===== src/rtl/imu_bracket_feeder.sv =====
// Buffers a timestamped IMU sample stream and, for each query time, emits the
// adjacent sample pair that brackets it in the interpolator's input format.
// Pair pulse j+2 cycles after query accept (match at offset j); stale/timeout pulses are 1 cycle.
module imu_bracket_feeder #(
  parameter int DEPTH   = 8,
  parameter int TIMEOUT = 1024
) (
  input  logic                     clk,
  input  logic                     rst,
  input  logic                     s_valid,
  output logic                     s_ready,
  input  logic [127:0]             s_data,
  input  logic                     q_valid,
  output logic                     q_ready,
  input  logic [63:0]              q_time,
  output logic [127:0]             data_out,
  output logic [127:0]             prev_out,
  output logic [63:0]              target_out,
  output logic                     pair_valid,
  output logic                     q_stale,
  output logic                     q_timeout,
  output logic [15:0]              drop_cnt,
  output logic [$clog2(DEPTH):0]   count
);

  localparam int AW = $clog2(DEPTH);
  localparam int CW = AW + 1;
  localparam int TW = $clog2(TIMEOUT) + 1;

  typedef enum logic [1:0] {ST_IDLE, ST_SEARCH, ST_WAIT} state_t;

  state_t          r_state, w_state_nxt;
  logic [127:0]    r_mem [DEPTH];
  logic [AW-1:0]   r_oldest;
  logic [CW-1:0]   r_count;
  logic [15:0]     r_drop;
  logic [63:0]     r_target;
  logic [AW-1:0]   r_k, w_k_nxt;
  logic [TW-1:0]   r_wait, w_wait_nxt;
  logic            r_hit;
  logic [127:0]    r_hit_prev, r_hit_data;
  logic [127:0]    r_data_out, r_prev_out;
  logic [63:0]     r_target_out;
  logic            r_pair_valid, r_stale, r_timeout;

  logic            w_full, w_s_fire, w_mono, w_wr_en, w_drop;
  logic [AW-1:0]   w_newest_idx, w_wr_idx, w_idx_a, w_idx_b;
  logic [63:0]     w_newest_ts, w_ts_a, w_ts_b;
  logic            w_hit, w_stale, w_timeout, w_latch_q;

  assign w_full       = (r_count == CW'(DEPTH));
  assign w_newest_idx = r_oldest + AW'(r_count - CW'(1));
  assign w_wr_idx     = r_oldest + r_count[AW-1:0];
  assign w_newest_ts  = r_mem[w_newest_idx][63:0];
  assign w_idx_a      = r_oldest + r_k;
  assign w_idx_b      = w_idx_a + AW'(1);
  assign w_ts_a       = r_mem[w_idx_a][63:0];
  assign w_ts_b       = r_mem[w_idx_b][63:0];

  // Never overwrite the oldest entry while a scan may be reading it.
  assign s_ready  = !rst && !(w_full && (r_state == ST_SEARCH));
  assign q_ready  = !rst && (r_state == ST_IDLE);
  assign w_s_fire = s_valid && s_ready;
  // Only strictly increasing timestamps enter the history.
  assign w_mono   = (r_count == '0) || (s_data[63:0] > w_newest_ts);
  assign w_wr_en  = w_s_fire && w_mono;
  assign w_drop   = w_s_fire && !w_mono;

  assign data_out   = r_data_out;
  assign prev_out   = r_prev_out;
  assign target_out = r_target_out;
  assign pair_valid = r_pair_valid;
  assign q_stale    = r_stale;
  assign q_timeout  = r_timeout;
  assign drop_cnt   = r_drop;
  assign count      = r_count;

  // Sample storage; contents need no reset since r_count marks validity.
  always_ff @(posedge clk) begin
    if (w_wr_en) r_mem[w_wr_idx] <= s_data;
  end

  // Circular buffer occupancy and drop accounting.
  always_ff @(posedge clk or posedge rst) begin
    if (rst) begin
      r_oldest <= '0;
      r_count  <= '0;
      r_drop   <= '0;
    end else begin
      if (w_wr_en) begin
        if (w_full) r_oldest <= r_oldest + AW'(1);
        else        r_count  <= r_count + CW'(1);
      end
      if (w_drop && (r_drop != 16'hFFFF)) r_drop <= r_drop + 16'd1;
    end
  end

  // Query FSM: next state, scan offset, wait counter and result strobes.
  always_comb begin
    w_state_nxt = r_state;
    w_k_nxt     = r_k;
    w_wait_nxt  = r_wait;
    w_hit       = 1'b0;
    w_stale     = 1'b0;
    w_timeout   = 1'b0;
    w_latch_q   = 1'b0;
    case (r_state)
      ST_IDLE: begin
        if (q_valid) begin
          w_latch_q   = 1'b1;
          w_k_nxt     = '0;
          w_state_nxt = ST_SEARCH;
        end
      end
      ST_SEARCH: begin
        if (r_count < CW'(2)) begin
          w_wait_nxt  = '0;
          w_state_nxt = ST_WAIT;
        end else if ((r_k == '0) && (r_target < w_ts_a)) begin
          w_stale     = 1'b1;
          w_state_nxt = ST_IDLE;
        end else if ((w_ts_a <= r_target) && (r_target <= w_ts_b)) begin
          w_hit       = 1'b1;
          w_state_nxt = ST_IDLE;
        end else if (({1'b0, r_k} + CW'(1)) == (r_count - CW'(1))) begin
          w_wait_nxt  = '0;
          w_state_nxt = ST_WAIT;
        end else begin
          w_k_nxt = r_k + AW'(1);
        end
      end
      ST_WAIT: begin
        if (w_wr_en) begin
          // Only the newest pair can bracket a target beyond the old newest.
          w_k_nxt     = w_full ? AW'(DEPTH - 2) : AW'(r_count - CW'(1));
          w_state_nxt = ST_SEARCH;
        end else if (r_wait == TW'(TIMEOUT - 1)) begin
          w_timeout   = 1'b1;
          w_state_nxt = ST_IDLE;
        end else begin
          w_wait_nxt = r_wait + TW'(1);
        end
      end
      default: w_state_nxt = ST_IDLE;
    endcase
  end

  // FSM state and query registers.
  always_ff @(posedge clk or posedge rst) begin
    if (rst) begin
      r_state  <= ST_IDLE;
      r_k      <= '0;
      r_wait   <= '0;
      r_target <= '0;
    end else begin
      r_state <= w_state_nxt;
      r_k     <= w_k_nxt;
      r_wait  <= w_wait_nxt;
      if (w_latch_q) r_target <= q_time;
    end
  end

  // Capture the matched pair immediately so later overwrites cannot disturb it.
  always_ff @(posedge clk or posedge rst) begin
    if (rst) begin
      r_hit      <= 1'b0;
      r_hit_prev <= '0;
      r_hit_data <= '0;
    end else begin
      r_hit <= w_hit;
      if (w_hit) begin
        r_hit_prev <= r_mem[w_idx_a];
        r_hit_data <= r_mem[w_idx_b];
      end
    end
  end

  // Output stage: pulses plus held pair/target values.
  always_ff @(posedge clk or posedge rst) begin
    if (rst) begin
      r_pair_valid <= 1'b0;
      r_stale      <= 1'b0;
      r_timeout    <= 1'b0;
      r_data_out   <= '0;
      r_prev_out   <= '0;
      r_target_out <= '0;
    end else begin
      r_pair_valid <= r_hit;
      r_stale      <= w_stale;
      r_timeout    <= w_timeout;
      if (r_hit) begin
        r_data_out   <= r_hit_data;
        r_prev_out   <= r_hit_prev;
        r_target_out <= r_target;
      end
    end
  end

endmodule


===== config.mk =====
export PLATFORM = sky130hd
export DESIGN_NAME = imu_bracket_feeder
export DESIGN_NICKNAME = d
export VERILOG_FILES = /design/src/rtl/imu_bracket_feeder.sv
export SDC_FILE = /design/constraint.sdc
export NUM_CORES = 2
export LEC_CHECK = 0
export CAP_MARGIN = 30
export CORE_ASPECT_RATIO = 0.8
export CORE_UTILIZATION = 41
export CTS_CLUSTER_SIZE = 14
export DETAILED_ROUTE_END_ITERATION = 16
export GPL_ROUTABILITY_DRIVEN = 0
export PLACE_DENSITY = 0.61
export SETUP_SLACK_MARGIN = 0.4
export SYNTH_ARGS = -nofsm -noshare
export SYNTH_HDL_FRONTEND = slang
export SYNTH_SLANG_ARGS = --single-unit

===== constraint.sdc =====
create_clock -name clk -period 50.4 [get_ports clk]
set_input_delay 5.04 -clock clk [delete_from_list [all_inputs] [get_ports clk]]
set_output_delay 5.04 -clock clk [all_outputs]
set_load 0.02 [all_outputs]

==> impl_metrics.env <==
export IMPL_antenna_found_initial=40
export IMPL_post_synth_top_count_cell="sky130_fd_sc_hd__edfxtp_1"
export IMPL_place_worst_setup_slack_ns=38.90
export IMPL_synth_largest_area_cell="sky130_fd_sc_hd__edfxtp_1"
export IMPL_post_cts_buffers=0
export IMPL_asyncSetResetFlopFracSynth_pct=40.01
export IMPL_clock_sinks=1707
export IMPL_critical_path_maximum_fanout=3
export IMPL_vias_post_dr=45550
export IMPL_criticalPathCategory="in2out"
export IMPL_timing_final_crit_period_ns=11.50
export IMPL_worstPathRequired_ns=45.36
export IMPL_worstMarginPinSlew_ns=1.097
export IMPL_reg2reg_slack_ns=40.29
export IMPL_drt_first_iter_violations=3670
export IMPL_holdBufCountCts=0
export IMPL_wire_length_of_the_first_global_routing_pass_um=314100
export IMPL_yosys_area_top_type_share_pct=38.69
export IMPL_start_kind="input pin"
export IMPL_grt_remaining_overflow=0
export IMPL_hold_viol_final=0
export IMPL_ctsRootBufferMaster="sky130_fd_sc_hd__clkbuf_16"
export IMPL_number_of_synthesized_flops_with_an_enable_pin=1024
export IMPL_largest_net_degree_at_the_start_of_global_routing=207
export IMPL_syn_inst=4711
export IMPL_post_synth_instance_area_mm2=0.07947
export IMPL_tritoncts="done"
export IMPL_synthToLayoutAreaGrowth_pct=18.35
export IMPL_timing_fmax_ghz=0.08697
export IMPL_skew_ns=0.05998
export IMPL_layout_drive_gt1_share_pct=27.53
export IMPL_status="completed"
export IMPL_totalNegativeSetupSlack_ns=0
export IMPL_grt_pass1_vias=46470
export IMPL_worst_hold_path_num_cells=1
export IMPL_chipHeight_um=395.8
export IMPL_syn_avg_cell_area_um2=16.87
export IMPL_clk_insertion_delay_late_ns=0.82
export IMPL_pin_count=541
export IMPL_htree_levels=4
export IMPL_ctsResizeCount=0
export IMPL_yosys_cell_types_count=66
export IMPL_timing_final_crit_share_pct=22.81
export IMPL_final_max_slew_violation_count=0
export IMPL_inserted_clock_buffers=177
export IMPL_detail_route_wirelength_um=213100
export IMPL_r2r_worst_path_cells=22
export IMPL_final_antenna_net_count=0
export IMPL_dieArea_mm2=0.1956
export IMPL_worstHoldStart="r_hit_data[0]"
export IMPL_synth_cells_most_frequent="sky130_fd_sc_hd__edfxtp_1, sky130_fd_sc_hd__dfrtp_1, sky130_fd_sc_hd__mux4_2, sky130_fd_sc_hd__mux2_2, sky130_fd_sc_hd__a21oi_1"
export IMPL_first_pass_iters=7
export IMPL_clock_path_buffers=3
export IMPL_crit_arrival_ns=6.46
export IMPL_timing_final_setup_violations=0
export IMPL_detail_routed_via_count_per_cell=5.716
export IMPL_max_cap_viols=0
export IMPL_wl_per_cell_um=26.75
export IMPL_grtUsageTotal_pct=21.79
export IMPL_syn_nets=5117
export IMPL_start_util_pct=41.26
export IMPL_synthTopCellsByArea="sky130_fd_sc_hd__edfxtp_1, sky130_fd_sc_hd__dfrtp_1, sky130_fd_sc_hd__mux4_2"
export IMPL_worstReg2RegEnd="r_hit_prev[104]"
export IMPL_timing_hold_worst_class="reg2reg"
export IMPL_grt_setup_unrepaired="false"
export IMPL_synth_warning_count=0
export IMPL_postSynth_topFlopCell="sky130_fd_sc_hd__edfxtp_1"
export IMPL_io_buffers=540
export IMPL_design_core_area_mm2=0.1926
export IMPL_die_x_um=494.2
export IMPL_timing_hold_worst_endpoint="r_hit_data[0]"
export IMPL_reg2reg_from="r_oldest[0]"
export IMPL_cts_reportedPaths_clkPinSlew_ns=0.06
export IMPL_worst_setup_margin_ns=38.90
export IMPL_place_detailed_hpwl_um=135900
export IMPL_core_rowCount=144
export IMPL_finalNetCount=5646
export IMPL_worst_slew_margin_rel_pct=26.89
export IMPL_ffs_latches_synth=1707
export IMPL_critPathCaptureType="output pin"
export IMPL_detail_route_drc_violations=0
export IMPL_synth_yosys_seq_area_share_pct=60.20
==> worst max-delay path by stage <==
stage | cells past startpoint | endpoint | startpoint
6_report | 3 | s_ready | rst
5_1_grt | 3 | s_ready | rst
4_1_cts | 3 | s_ready | rst
3_5_place_dp | 3 | s_ready | rst
3_3_place_gp | 3 | s_ready | rst
2_1_floorplan | 1 | count[0] | rst
==> cells by family after synthesis <==
| logic type | count (synthesis) | synth area share (%) |
|---|---|---|
| AOI/OAI and AO/OA | 397 | 2.850 |
| xor gates and xnor gates | 34 | 0.3747 |
| adders and majority gates | 210 | 3.334 |
| buffers and inverters | 377 | 1.958 |
| DFF | 1707 | 60.20 |
| muxes | 1352 | 27.82 |
| and+or+nand+nor | 634 | 3.465 |
==> metrics by stage <==
stage	cell area [um^2]	utilization (%)	hold WS, ns	instances
floorplan	79470	-	0.3519	4711
global placement	87710	45.54	0.4674	7602
detailed placement	87810	45.59	0.4765	7607
CTS	93810	48.70	0.4912	7940
global route	94050	48.83	0.5074	7964
finish	94060	48.84	0.4852	7968
==> metal layers <==
metal  share of wire [%]  track usage [%]
met1                  43            30.37
met2                  46            33.74
met3                 7.7            5.675
met4                 2.3            5.967
met5               0.046                0
==> flip-flops by register name, indices dropped and copies added, names as in the netlist, 2 cells and up <==
register,count
r_mem,1024
data_out,128
prev_out,128
r_hit_data,128
r_hit_prev,128
r_target,64
target_out,64
drop_cnt,16
r_wait,11
count,4
r_k,3
r_oldest,3
r_state,2
==> layout make-up <==
cell class | instances | area [um^2]
tap | 2555 | 3197
multi-input combinational | 2627 | 30220
clock inverter | 95 | 1027
clock buffer | 238 | 4972
fill | 16000 | 98540
antenna | 19 | 47.55
sequential | 1707 | 47840
inverter | 93 | 356.6
timing repair buffer | 634 | 6394
==> layout by cell type, fill, tap and decap left out, types with 10 or more instances in the layout <==
master                            Yosys  final
sky130_fd_sc_hd__a21o_1              14     14
sky130_fd_sc_hd__a21oi_1            275    275
sky130_fd_sc_hd__buf_16               0     10
sky130_fd_sc_hd__buf_4                3     75
sky130_fd_sc_hd__bufinv_16            0     15
sky130_fd_sc_hd__clkbuf_1           164     38
sky130_fd_sc_hd__clkbuf_16            0    185
sky130_fd_sc_hd__clkbuf_8             0     14
sky130_fd_sc_hd__clkdlybuf4s50_1      0    540
sky130_fd_sc_hd__clkinv_1             0     28
sky130_fd_sc_hd__clkinv_2             0     25
sky130_fd_sc_hd__dfrtp_1            683    682
sky130_fd_sc_hd__diode_2              0     19
sky130_fd_sc_hd__edfxtp_1          1024   1024
sky130_fd_sc_hd__ha_1               207    204
sky130_fd_sc_hd__inv_1               93     91
sky130_fd_sc_hd__mux2_2             449    449
sky130_fd_sc_hd__mux2i_1            257    257
sky130_fd_sc_hd__mux4_2             640    640
sky130_fd_sc_hd__nand2_1            270    269
sky130_fd_sc_hd__nand3_1             28     28
sky130_fd_sc_hd__nand4_1             46     46
sky130_fd_sc_hd__nor2_1             225    221
sky130_fd_sc_hd__nor4_1              11     11
sky130_fd_sc_hd__o211ai_1            11     11
sky130_fd_sc_hd__o21ai_0             36     36
sky130_fd_sc_hd__xnor2_1             25     23
==> worst max-delay path: stages <==
cell	delay, ns
sky130_fd_sc_hd__clkdlybuf4s50_1	0.53
sky130_fd_sc_hd__a21oi_1	0.24
sky130_fd_sc_hd__clkdlybuf4s50_1	0.64
Power is not shown: default switching activity piles up to over one toggle a cycle in this logic, so the estimate is an artifact.
